**src/rtl/axis_testpattern_burst_ctrl.sv**
```systemverilog
// Packetising sequencer between a free-running AXIS test-pattern source and its consumer.
// After a start pulse it forwards num_packets packets of PACKET_LEN beats with tlast on the
// final beat. It inserts GAP_CYCLES idle cycles between packets and then returns to idle
// with a one-cycle done pulse. num_packets == 0 runs until abort. Abort always lets the
// current packet finish.
module axis_testpattern_burst_ctrl #(
  parameter int unsigned TDATA_WIDTH = 32,
  parameter int unsigned PACKET_LEN  = 16,
  parameter int unsigned GAP_CYCLES  = 4,
  parameter int unsigned NUM_WIDTH   = 16
) (
  input  logic                   m_axis_aclk,
  input  logic                   m_axis_aresetn,
  input  logic                   start,
  input  logic                   abort,
  input  logic [NUM_WIDTH-1:0]   num_packets,
  output logic                   gen_enable,
  input  logic [TDATA_WIDTH-1:0] s_axis_tdata,
  input  logic                   s_axis_tvalid,
  output logic                   s_axis_tready,
  output logic [TDATA_WIDTH-1:0] m_axis_tdata,
  output logic                   m_axis_tvalid,
  input  logic                   m_axis_tready,
  output logic                   m_axis_tlast,
  output logic                   busy,
  output logic                   done,
  output logic [NUM_WIDTH-1:0]   pkt_count
);

  localparam int unsigned BeatW = $clog2(PACKET_LEN + 1);
  localparam int unsigned GapW  = (GAP_CYCLES > 1) ? $clog2(GAP_CYCLES) : 1;
  localparam logic [BeatW-1:0] BeatLast = BeatW'(PACKET_LEN - 1);
  // Unused when GAP_CYCLES == 0; the gap state is never entered in that case.
  localparam logic [GapW-1:0]  GapLast  = GapW'((GAP_CYCLES > 0) ? (GAP_CYCLES - 1) : 0);

  typedef enum logic [1:0] {StIdle, StStream, StGap} state_e;

  state_e               state_q, state_d;
  logic [BeatW-1:0]     beat_cnt_q, beat_cnt_d;
  logic [GapW-1:0]      gap_cnt_q, gap_cnt_d;
  logic [NUM_WIDTH-1:0] num_q, num_d;
  logic [NUM_WIDTH-1:0] pkt_count_q, pkt_count_d, pkt_count_inc;
  logic                 abort_q, abort_d;
  logic                 done_q, done_d;
  logic                 in_stream, xfer, abort_any;

  // Zero-latency pass-through datapath, gated by the stream state.
  assign in_stream     = (state_q == StStream);
  assign m_axis_tdata  = s_axis_tdata;
  assign m_axis_tvalid = in_stream & s_axis_tvalid;
  assign s_axis_tready = in_stream & m_axis_tready;
  assign m_axis_tlast  = in_stream & (beat_cnt_q == BeatLast);
  assign xfer          = m_axis_tvalid & m_axis_tready;

  assign gen_enable    = (state_q != StIdle);
  assign busy          = (state_q != StIdle);
  assign done          = done_q;
  assign pkt_count     = pkt_count_q;

  // A same-cycle abort counts exactly like an already latched one.
  assign abort_any     = abort_q | abort;
  assign pkt_count_inc = pkt_count_q + NUM_WIDTH'(1);

  // Next-state logic: sequencing of packets, gaps and termination.
  always_comb begin
    state_d     = state_q;
    beat_cnt_d  = beat_cnt_q;
    gap_cnt_d   = gap_cnt_q;
    num_d       = num_q;
    pkt_count_d = pkt_count_q;
    abort_d     = abort_q;
    done_d      = 1'b0;
    unique case (state_q)
      StIdle: begin
        if (start) begin
          state_d     = StStream;
          num_d       = num_packets;
          pkt_count_d = '0;
          beat_cnt_d  = '0;
          gap_cnt_d   = '0;
          abort_d     = 1'b0;
        end
      end
      StStream: begin
        abort_d = abort_any;
        if (xfer) begin
          if (m_axis_tlast) begin
            beat_cnt_d  = '0;
            pkt_count_d = pkt_count_inc;
            if (abort_any || ((num_q != '0) && (pkt_count_inc == num_q))) begin
              state_d = StIdle;
              done_d  = 1'b1;
            end else if (GAP_CYCLES > 0) begin
              state_d   = StGap;
              gap_cnt_d = '0;
            end
          end else begin
            beat_cnt_d = beat_cnt_q + BeatW'(1);
          end
        end
      end
      StGap: begin
        abort_d = abort_any;
        if (abort_any) begin
          state_d = StIdle;
          done_d  = 1'b1;
        end else if (gap_cnt_q == GapLast) begin
          state_d = StStream;
        end else begin
          gap_cnt_d = gap_cnt_q + GapW'(1);
        end
      end
      default: state_d = StIdle;
    endcase
  end

  // State and counter registers with synchronous active-low reset.
  always_ff @(posedge m_axis_aclk) begin
    if (!m_axis_aresetn) begin
      state_q     <= StIdle;
      beat_cnt_q  <= '0;
      gap_cnt_q   <= '0;
      num_q       <= '0;
      pkt_count_q <= '0;
      abort_q     <= 1'b0;
      done_q      <= 1'b0;
    end else begin
      state_q     <= state_d;
      beat_cnt_q  <= beat_cnt_d;
      gap_cnt_q   <= gap_cnt_d;
      num_q       <= num_d;
      pkt_count_q <= pkt_count_d;
      abort_q     <= abort_d;
      done_q      <= done_d;
    end
  end

endmodule

```
**config.mk**
```make
export PLATFORM = sky130hd
export DESIGN_NAME = axis_testpattern_burst_ctrl
export DESIGN_NICKNAME = d
export VERILOG_FILES = /design/src/rtl/axis_testpattern_burst_ctrl.sv
export SDC_FILE = /design/constraint.sdc
export NUM_CORES = 1
export LEC_CHECK = 0
export ABC_AREA = 1
export CAP_MARGIN = 10
export CORE_MARGIN = 2
export CORE_UTILIZATION = 44
export CTS_CLUSTER_SIZE = 24
export DETAILED_ROUTE_END_ITERATION = 6
export GPL_TIMING_DRIVEN = 0
export PLACE_DENSITY = 0.81
export SYNTH_ARGS = -nofsm -noshare
export SYNTH_HDL_FRONTEND = slang
export SYNTH_SLANG_ARGS = --single-unit
```
**constraint.sdc**
```tcl
create_clock -name m_axis_aclk -period 2.2 [get_ports m_axis_aclk]
set_input_delay 0.44 -clock m_axis_aclk [delete_from_list [all_inputs] [get_ports m_axis_aclk]]
set_output_delay 0.44 -clock m_axis_aclk [all_outputs]
set_load 0.01 [all_outputs]
```
# == Yosys cells after proc, flatten, opt, wreduce, memory -nomap -nowiden ==
# Cells that the tools add are included.
# totals
register_bits,43
elab_cells,71
inputBits,54
output_inout_bits,54
# op_classes
muxes,29
bitwise,5
n_eq_ne,12
n_reduce_logical,15
addsub,3
# ops
operator,n
$mux W16,3
$pmux W16 S2,1
$mux W2,12
$add A16 B1 Y16 const B,1
$eq A16 B16 Y1,1
$reduce_bool A16 Y1,1
$mux W5,3
$pmux W2 S3,2
$ne A2 B2 Y1 const B,5
$pmux W5 S2,1
$reduce_and A4 Y1,2
$reduce_and A7 Y1,1
$reduce_bool A2 Y1,3
$add A5 B1 Y5 const B,1
$eq A5 B4 Y1 const B,1
$mux W1,5
$and A1 B1 Y1,4
$eq A2 B2 Y1 const B,2
$pmux W1 S2,2
$reduce_and A2 Y1,2
$ne A3 B3 Y1 const B,1
$reduce_and A3 Y1,1
$reduce_bool A3 Y1,1
$add A2 B1 Y2 const B,1
7 further kinds,7

# == Logic depth before layout (Yosys ltp) ==
# Gate-level depths: netlist of the first run.
# depth
depth_word,8
mapped_depth,17
depth_no_buf,17

# == Worst setup path before layout of the first run ==
# Ideal clock, no wire load.
# synth_path
path_type,flip-flop to flip-flop
startpoint,"register pkt_count_q[0], in the netlist pkt_count[0]"
endpoint,register gap_cnt_q[0]
slack_ps,253
setup_time_ps,115
stages_incl_launch_ff,17
synth_period_minus_slack_ps,1947
arrival_ps,1832
n_path_buf,0
t_required_ps,2085
cell_sequence,dfxtp_1 ha_1 nand2_1 nor2_2 nand2_1 nand2_1 nand2_1 nand2_1 nand3_1 nor2_1 nand2_1 nor2_2 nand2_2 nand2_2 nand2_2 a21oi_1 nor2_1
# synth_between
elab_chain_len,6
# synth_lines
item,line_no,rtl
start: declaration,42,"logic [NUM_WIDTH-1:0] pkt_count_q, pkt_count_d, pkt_count_inc;"
start signal: assignment,132,pkt_count_q <= pkt_count_d;
$add A16 B1 Y16,62,assign pkt_count_inc = pkt_count_q + NUM_WIDTH'(1);
$eq A16 B16 Y1,90,if (abort_any || ((num_q != '0) && (pkt_count_inc == num_q))) begin
$logic_and A1 B1 Y1,90,
$logic_or A1 B1 Y1,90,
$ne A2 B2 Y1 (no line),--,
$reduce_and A7 Y1 (no line),--,
end signal: assignment,130,gap_cnt_q <= gap_cnt_d;
end: declaration,40,"logic [GapW-1:0] gap_cnt_q, gap_cnt_d;"
# No other way between the ends.
# A chain may end at the register's enable or synchronous reset.

# == Final worst setup path of the first run ==
# layout_path
startpoint,register state_q[0]
endpoint,output port busy
# layout_between
elab_chain_len,1
# layout_lines
item,line_no,rtl
start: declaration,38,"state_e state_q, state_d;"
start signal: assignment,120,state_q <= StIdle;
start signal: assignment,128,state_q <= state_d;
$reduce_bool A2 Y1,56,assign busy = (state_q != StIdle);
end: declaration,25,"output logic busy,"
# No other way between the ends.

==> results.toml, run 1 <==
[min_path]
hold_class = "in2reg"

[worst_setup_path]
end_kind = "output pin"
slowest_stage = "clkdlybuf4s50_1"
critPathLaunchType = "register"
slowest_delay_ns = 0.54
cp.required_ns = 1.76
cp_cell_sequence = "inv_1, ha_1, inv_2, clkdlybuf4s50_1"
path_class = "reg2out"
critPathMaxFanout = 5
cp.arrival_ns = 1.62

[drt]
wl_per_cell_um = 13.5
drt_iter0_markers = 229
drt-pass1-iter-count = 5
viasPerCell = 5.15
route.vias.total = 2891
wl_um = 7570
antenna_left = 0
drcViolationCount = 0

[cells_and_area]
design_area_sq_um = 3720
nNetsFinal = 546
final_util_pct = 62.9
drive_above_1_share_pct = 17.5
fin_cells = 561
layout_commonest_cell = "nand2_1"
area_delta_synth_final_pct = 38.0
fillCellCount = 572
final_cell_mix = "85 x nand2_1, 72 x clkdlybuf4s50_1, 45 x inv_1"
insertedDiodeCount = 0

[cts]
path_clk_slew_ns = 0.08
root_buffer = "clkbuf_8"
cts_buffers = 5
cts_tree = "done"
clkSinkCount = 43
clock_path_buffers = 2
h-tree-depth = 2
clk_latency_ns = 0.30

[sta]
timing.final.crit_share_pct = 93.5
slew_viol_final = 0
finalHoldViolCount = 0
slew_headroom_pct = 62.8
clock.fmax_mhz = 486
clock_skew_ns = 0.0112
fin_crit_ns = 2.06
worst-slew-pin-transition_ns = 0.558
final-setup-viol-count = 0

[synthesis]
synth-seq-cells = 43
syn-cell-area_sq_um = 2700
synth_top_area_share_pct = 31.9
yosysTopAreaCell = "dfxtp_1"
syn_inst = 403
synth.avg_cell_area_sq_um = 6.70
synth_nets = 464
yosysWarningCount = 0
seq_area_frac_synth_pct = 31.9
yosysUniqueCellTypes = 29
synth.area.top_cells = "dfxtp_1 32%, nand2_1 12%, buf_4 9.5%"

[floorplanning]
ioPinCount = 108
die_h_um = 82.3
num_rows = 28
dieArea_sq_um = 6780
start_util_pct = 45.6
core-area_sq_um = 5920
die_width_um = 82.3

[global_route]
overflow = 0
grt_usage_pct = 22.2
grt_max_degree = 13
grt_pass1_vias = 2533
antenna_found_initial = 0
grt_pass1_wl_um = 11400

[placed_design]
placed_cells = 552
dp_hpwl_um = 5720
gp_congestion = 0.898
port_buffers = 74
place_area_sq_um = 3530

[outcome]
status = "complete, no violations"

[pwr]
irDropWorstVdd_uv = 503
leakage_nw = 1.55
p_per_area_nw_per_um2 = 701

[job]
max-cap-violations = 0
==> stage by stage <==
step | hold slack, ns | setup WS, ns | power, W | TNS, ns
6_report | 0.408 | 0.142 | 0.00261 | 0
3_3_place_gp | 0.452 | -0.177 | 0.00197 | -1.93
4_1_cts | 0.406 | 0.0165 | 0.00257 | 0
3_5_place_dp | 0.458 | -0.224 | 0.00200 | -2.55
2_1_floorplan | 0.439 | 0.253 | 0.00165 | 0
5_1_grt | 0.429 | -0.0186 | 0.00279 | -0.0824
==> worst paths after layout <==
| check | startpoint | endpoint | slack [ns] | cells after the start |
|---|---|---|---|---|
| min reg2reg | beat_cnt_q[3]$_SDFFE_PN0P_ | beat_cnt_q[3]$_SDFFE_PN0P_ | 0.47 | 2 |
| max reg2reg | state_q[1]$_SDFFE_PN0P_ | pkt_count[4]$_SDFFE_PN0P_ | 0.18 | 12 |
| min | m_axis_aresetn | num_q[15]$_SDFFE_PN0P_ | 0.41 | 3 |
| max | state_q[0]$_SDFFE_PN0P_ | busy | 0.14 | 4 |
==> flip-flops by register name, indices dropped and copies added (netlist names) <==
name and count:
beat_cnt_q 5, done 1, state_q 2, pkt_count 16, num_q 16, abort_q 1, gap_cnt_q 2
==> where the power goes <==
part           total, W  switching [W]  internal (W)
clock network  0.000564       0.000277      0.000287
registers      0.000974      0.0000826      0.000891
logic           0.00108       0.000619      0.000457
==> worst max-delay path, delay by kind of cell (launching register included) <==
kind	cells	cell delay (ns)
adder cells (fa/ha/maj)	1	0.23
buffers and inverters	3	0.73
flip-flops	1	0.38
==> cell usage after synthesis <==
| cell type | number |
|---|---|
| nand2_1 | 87 |
| inv_1 | 48 |
| dfxtp_1 | 43 |
| nor2_1 | 36 |
| nand3_1 | 35 |
| buf_4 | 34 |
| a21oi_1 | 27 |
| o21ai_0 | 25 |
| nand4_1 | 11 |
| o22ai_1 | 9 |
| ha_1 | 7 |
| nand2_2 | 7 |
| nor2_2 | 7 |
| clkbuf_1 | 4 |
| nor3_1 | 4 |
| xor2_1 | 4 |
| nor2_4 | 2 |
| or2_2 | 2 |
| a211oi_1 | 1 |
| a32o_1 | 1 |
| buf_2 | 1 |
| buf_6 | 1 |
| inv_2 | 1 |
| nand2_4 | 1 |
| nand3b_1 | 1 |
| o21ai_1 | 1 |
| o32ai_1 | 1 |
| xnor2_1 | 1 |
| xnor3_1 | 1 |
==> kinds of logic after synthesis <==
kind of cell | after synthesis | synth area share (%)
AO/OA/AOI/OAI | 65 | 12.9
adder cells (fa/ha/maj) | 7 | 3.24
buffers and inverters | 89 | 17.4
XOR/XNOR | 6 | 2.46
AND/OR/NAND/NOR | 193 | 32.1
flip-flops | 43 | 31.9
==> final cells by class <==
type	instances	area, sq um	area share (%)
Multi-Input combinational cell	271	1430	38.4
Inverter	49	184	4.94
Tap cell	75	93.8	2.52
Clock buffer	8	100	2.69
Sequential cell	43	877	23.5
Timing Repair Buffer	75	749	20.1
Buffer	40	289	7.76
==> per-layer routing <==
metal / vias up / global-route usage, % / routed length, um
li1: 1450 / - / -
met1: 1302 / 28.1 / 3060
met2: 133 / 37.4 / 3730
met3: 6 / 3.15 / 683
met4: 0 / 9.33 / 92
met5: - / 0 / 0
==> timing repair <==
| item | CTS | global route |
|---|---|---|
| hold buffers | 0 | 0 |
| pin swaps | 0 | 1 |
| resized for setup | 8 | 24 |
| setup endpoints to repair | 16 | 23 |
| setup buffers | 0 | 1 |
(Power assumes the default switching activity.)
==> run 2, diff against run 1 <==
--- a/config.mk
+++ b/config.mk
@@ -8,11 +8,10 @@
 export ABC_AREA = 1
 export CAP_MARGIN = 10
 export CORE_MARGIN = 2
-export CORE_UTILIZATION = 44
+export CORE_UTILIZATION = 30
 export CTS_CLUSTER_SIZE = 24
 export DETAILED_ROUTE_END_ITERATION = 6
 export GPL_TIMING_DRIVEN = 0
-export PLACE_DENSITY = 0.81
 export SYNTH_ARGS = -nofsm -noshare
 export SYNTH_HDL_FRONTEND = slang
 export SYNTH_SLANG_ARGS = --single-unit
==> run 2 against run 1 <==
  * Cell count up 5.9%
  * Power shrank 0.99%
  * Die area increased by 44%
  * Via count fell by 1.6%
  * Largest power group unchanged
==> results.toml, run 2 (synthesis results as in run 1) <==
[cells_and_area]
fillCellCount = 893
nNetsFinal = 546
seqCellArea_sq_um = 876
drive_above_1_share_pct = 17.1
final_cell_mix = "85 x nand2_1, 72 x clkdlybuf4s50_1, 46 x inv_1"
area_delta_synth_final_pct = 39.6
layout_commonest_cell = "nand2_1"
insertedDiodeCount = 0
multiInputGateArea_sq_um = 1440

[sta]
slew_headroom_pct = 62.6
clock_skew_ns = 0.0101
worst-slew-pin-transition_ns = 0.562
clock.fmax_mhz = 482
finalHoldViolCount = 0
fin_crit_ns = 2.08
fin_ws_ns = 0.124
final-setup-viol-count = 0
slew_viol_final = 0
hold_slack_ns = 0.402
fin_setup_tns_ns = 0
timing.final.crit_share_pct = 94.3

[pwr]
leakage_nw = 1.56
irDropWorstVdd_uv = 319
p_per_area_nw_per_um2 = 686

[drt]
drcViolationCount = 0
antenna_left = 0
wl_per_cell_um = 12.8
drt-pass1-iter-count = 4
viasPerCell = 4.79
wl_um = 7590
drt_iter0_markers = 128
route.vias.total = 2844

[global_route]
overflow = 0
grt_usage_pct = 15.3
grt_pass1_wl_um = 12100
grt_pass1_vias = 2659
grt_max_degree = 13
antenna_found_initial = 0

[placed_design]
dp_hpwl_um = 5960
port_buffers = 74
gp_congestion = 0.854
dp_slack_ns = -0.254

[cts]
path_clk_slew_ns = 0.08
cts_tree = "done"
root_buffer = "clkbuf_8"
clkSinkCount = 43
cts_buffers = 5
h-tree-depth = 2
clock_path_buffers = 2
clk_latency_ns = 0.31

[worst_setup_path]
critPathLaunchType = "register"
cp.required_ns = 1.76
critPathMaxFanout = 7
cp.arrival_ns = 1.64
end_kind = "output pin"
reg2reg_slack_ns = 0.19
path_class = "reg2out"

[min_path]
hold_class = "in2reg"

[floorplanning]
num_rows = 34
core-area_sq_um = 8720
die_width_um = 98.9
ioPinCount = 108
start_util_pct = 31.0
dieArea_sq_um = 9780
die_h_um = 98.9

[job]
max-cap-violations = 0

[outcome]
status = "complete, no violations"
==> run 2: timing repair <==
item | 4_1_cts | 5_1_grt
buffers inserted | 0 | 1
pin swaps | 0 | 2
endpoints found under the setup margin | 16 | 18
resized for setup | 7 | 24
endpoints found under the hold margin | 0 | 0
hold buffers | 0 | 0
==> run 2: per-layer routing <==
layer	wire, um	global-route usage, %	vias up
li1	-	-	1453
met1	3420	19.8	1287
met2	3660	26.4	99
met3	421	2.20	5
met4	81	4.74	0
met5	0	0	-
==> run 2: final timing paths <==
| check | from | to | cells past startpoint |
|---|---|---|---|
| worst max-delay path | state_q[1]$_SDFFE_PN0P_ | s_axis_tready | 5 |
| worst max register to register | pkt_count[8]$_SDFFE_PN0P_ | gap_cnt_q[1]$_SDFFE_PN0P_ | 15 |
| worst min-delay path | m_axis_aresetn | num_q[3]$_SDFFE_PN0P_ | 3 |
| worst min register to register | beat_cnt_q[3]$_SDFFE_PN0P_ | beat_cnt_q[3]$_SDFFE_PN0P_ | 2 |
==> run 2: worst max-delay path, cell delays in order (launching register included) <==
cell,delay (ns)
dfxtp_2,0.34
inv_1,0.08
ha_2,0.25
nand2_1,0.06
inv_1,0.07
clkdlybuf4s50_1,0.53
==> run 2: where the power goes <==
group          internal (W)  switching [W]  total, W
Sequential         0.000891      0.0000740  0.000965
Clock              0.000287       0.000282  0.000569
Combinational      0.000447       0.000606   0.00105
==> run 2: area by class of cell <==
class | instances | area share [%]
repair buffers | 75 | 19.9
well taps | 108 | 3.58
multi-input cells | 271 | 38.1
clock buffers | 8 | 2.66
inverters | 49 | 4.88
flip-flops and latches | 43 | 23.2
plain buffers | 40 | 7.67
==> run 2: per-stage QoR <==
stage | total power, W | std cells | util [%] | cell area [sq um]
global placement | 0.00200 | 585 | 41.0 | 3580
detailed placement | 0.00202 | 585 | 41.0 | 3580
global route | 0.00278 | 594 | 43.2 | 3770
floorplan | 0.00165 | 403 | - | 2700
finish | 0.00259 | 594 | 43.2 | 3770
CTS | 0.00260 | 593 | 42.3 | 3690
==> run 3, diff against run 2 <==
==> constraint.sdc (replaced) <==
create_clock -name m_axis_aclk -period 2.2 [get_ports m_axis_aclk]
set_input_delay 0.33 -clock m_axis_aclk [delete_from_list [all_inputs] [get_ports m_axis_aclk]]
set_output_delay 0.33 -clock m_axis_aclk [all_outputs]
set_load 0.01 [all_outputs]
==> run 3 against run 2 <==
  * Clock power barely moved
  * First-iteration DRC count did not move
  * Global-route usage did not move
  * Clock-buffer cell count did not move
  * Worst setup slack improved by 0.035 ns
  * Cell count did not move
  * Worst hold slack got worse by 0.11 ns
  * Clock skew rose by 0.0014 ns
==> results.toml, run 3 (synthesis results as in run 1) <==
[drt]
route.vias.total = 2822
wl_met1_um = 3470
wl_met3_um = 400
drt_iter0_markers = 128
top_layer = "met4"
antenna_left = 0
drt-pass1-iter-count = 5
wl_per_cell_um = 12.8
wl_met2_um = 3630
drcViolationCount = 0
viasPerCell = 4.75
wl_um = 7580

[floorplanning]
num_rows = 34
ioPinCount = 108
core-area_sq_um = 8720
die_h_um = 98.9
die_width_um = 98.9
dieArea_sq_um = 9780
start_util_pct = 31.0

[worst_setup_path]
slowest_delay_ns = 0.52
cp.required_ns = 1.87
worst-path-buf-inv = 4
worstSetupStartpoint = "state_q[0]$_SDFFE_PN0P_"
critPathMaxFanout = 5
slowest_stage = "clkdlybuf4s50_1"
cp.arrival_ns = 1.71
cp_cell_sequence = "inv_1, ha_1, inv_2, buf_4, clkdlybuf4s50_1"
end_kind = "output pin"
path_class = "reg2out"
rr_endpoint = "pkt_count[3]$_SDFFE_PN0P_"
reg2regPathDepth = 12
reg2reg_slack_ns = 0.20
timing.rr.start = "state_q[1]$_SDFFE_PN0P_"
critPathTopFamily = "buffers and inverters"
path_depth = 5
critPathLaunchType = "register"

[sta]
clock.fmax_mhz = 490
fin_crit_ns = 2.04
finalHoldViolCount = 0
hold_slack_ns = 0.291
timing.final.crit_share_pct = 92.8
clock_skew_ns = 0.0114
final-setup-viol-count = 0
slew_viol_final = 0
worst-slew-pin-transition_ns = 0.585
slew_headroom_pct = 61.0

[global_route]
overflow = 0
grt_pass1_vias = 2659
grt_usage_pct = 15.3
grt_max_degree = 13
antenna_found_initial = 0
grt_pass1_wl_um = 12100

[cells_and_area]
seqCellArea_sq_um = 873
insertedDiodeCount = 0
drive_above_1_share_pct = 16.7
fillCellCount = 892
nNetsFinal = 546
area_delta_synth_final_pct = 39.3
fin_cells = 594
layout_commonest_cell = "nand2_1"
multiInputGateArea_sq_um = 1430
final_cell_mix = "85 x nand2_1, 73 x clkdlybuf4s50_1, 46 x inv_1"

[cts]
clkSinkCount = 43
root_buffer = "clkbuf_8"
cts_tree = "done"
clock_path_buffers = 2
postCtsHoldBufs = 0
cts_buffers = 5
h-tree-depth = 2
clk_latency_ns = 0.31
path_clk_slew_ns = 0.08

[min_path]
hold_class = "in2reg"
hold_path_startpoint = "m_axis_aresetn"
min_path_cells = 3
holdPathEnd = "num_q[3]$_SDFFE_PN0P_"

[pwr]
p_clk_share_pct = 22.0
pwr-share-comb_pct = 40.8
p_per_area_nw_per_um2 = 688
power_switching_w = 0.000963
leakage_nw = 1.54
seqPwrFrac_pct = 37.2
sw_frac_of_total_pct = 37.2
p_int_w = 0.00163
irDropWorstVdd_uv = 318

[job]
max-cap-violations = 0

[placed_design]
gp_congestion = 0.854
placed_cells = 585
dp_hpwl_um = 5960
port_buffers = 74

[outcome]
status = "complete, no violations"
## run 3: area by class of cell
cell class | instances | share of cell area, %
sequential | 43 | 23.2
buffer | 40 | 7.68
timing repair buffer | 75 | 19.9
clock buffer | 8 | 2.66
tap | 108 | 3.59
inverter | 49 | 4.89
multi-input combinational | 271 | 38.1
## run 3: power by group through the flow
stage                     Clock, W  Sequential, W  Combinational, W
after CTS                 0.000590       0.000967           0.00104
after global placement           0       0.000981           0.00101
after global routing      0.000615       0.000982           0.00119
final                     0.000570       0.000963           0.00106
after floorplan                  0       0.000965          0.000687
after detailed placement         0       0.000985           0.00103
## run 3: how the worst max path moves through the flow
stage          slack (ns)                          to
6_report             0.16                  gen_enable
3_5_place_dp        -0.14  pkt_count[12]$_SDFFE_PN0P_
5_1_grt          -0.00002   gap_cnt_q[1]$_SDFFE_PN0P_
3_3_place_gp        -0.16  pkt_count[12]$_SDFFE_PN0P_
4_1_cts             0.007   gap_cnt_q[1]$_SDFFE_PN0P_
2_1_floorplan        0.25   gap_cnt_q[0]$_SDFFE_PN0P_
## run 3: stage by stage
step              TNS, ns  instance area, sq um  power, W  utilization, %  worst slack [ns]
2_1_floorplan           0                  2700   0.00165               -             0.253
3_3_place_gp        -1.70                  3580   0.00200            41.0            -0.157
3_5_place_dp        -1.53                  3580   0.00202            41.0            -0.144
4_1_cts                 0                  3690   0.00260            42.3           0.00722
5_1_grt        -0.0000204                  3760   0.00279            43.1        -0.0000204
6_report                0                  3760   0.00259            43.1             0.159
## run 3: routing by layer
metal	vias up	GRT usage, %
li1	1453	-
met1	1270	19.8
met2	94	26.4
met3	5	2.20
met4	0	4.74
met5	-	0
## run 3: timing repair
item	4_1_cts	5_1_grt
pin swaps	0	2
buffers inserted	0	1
gates resized for setup	6	22
endpoints found under the setup margin	15	18
## run 3: worst register-to-register path, stage by stage (launching register included)
cell and delay (ns):
dfxtp_1 0.37, inv_1 0.08, ha_2 0.22, nand2_1 0.07
inv_1 0.05, nand2_1 0.08, o21ai_0 0.08, nand2_1 0.17
nor2_4 0.07, nor2_2 0.20, inv_1 0.15, buf_4 0.21
o22ai_1 0.17
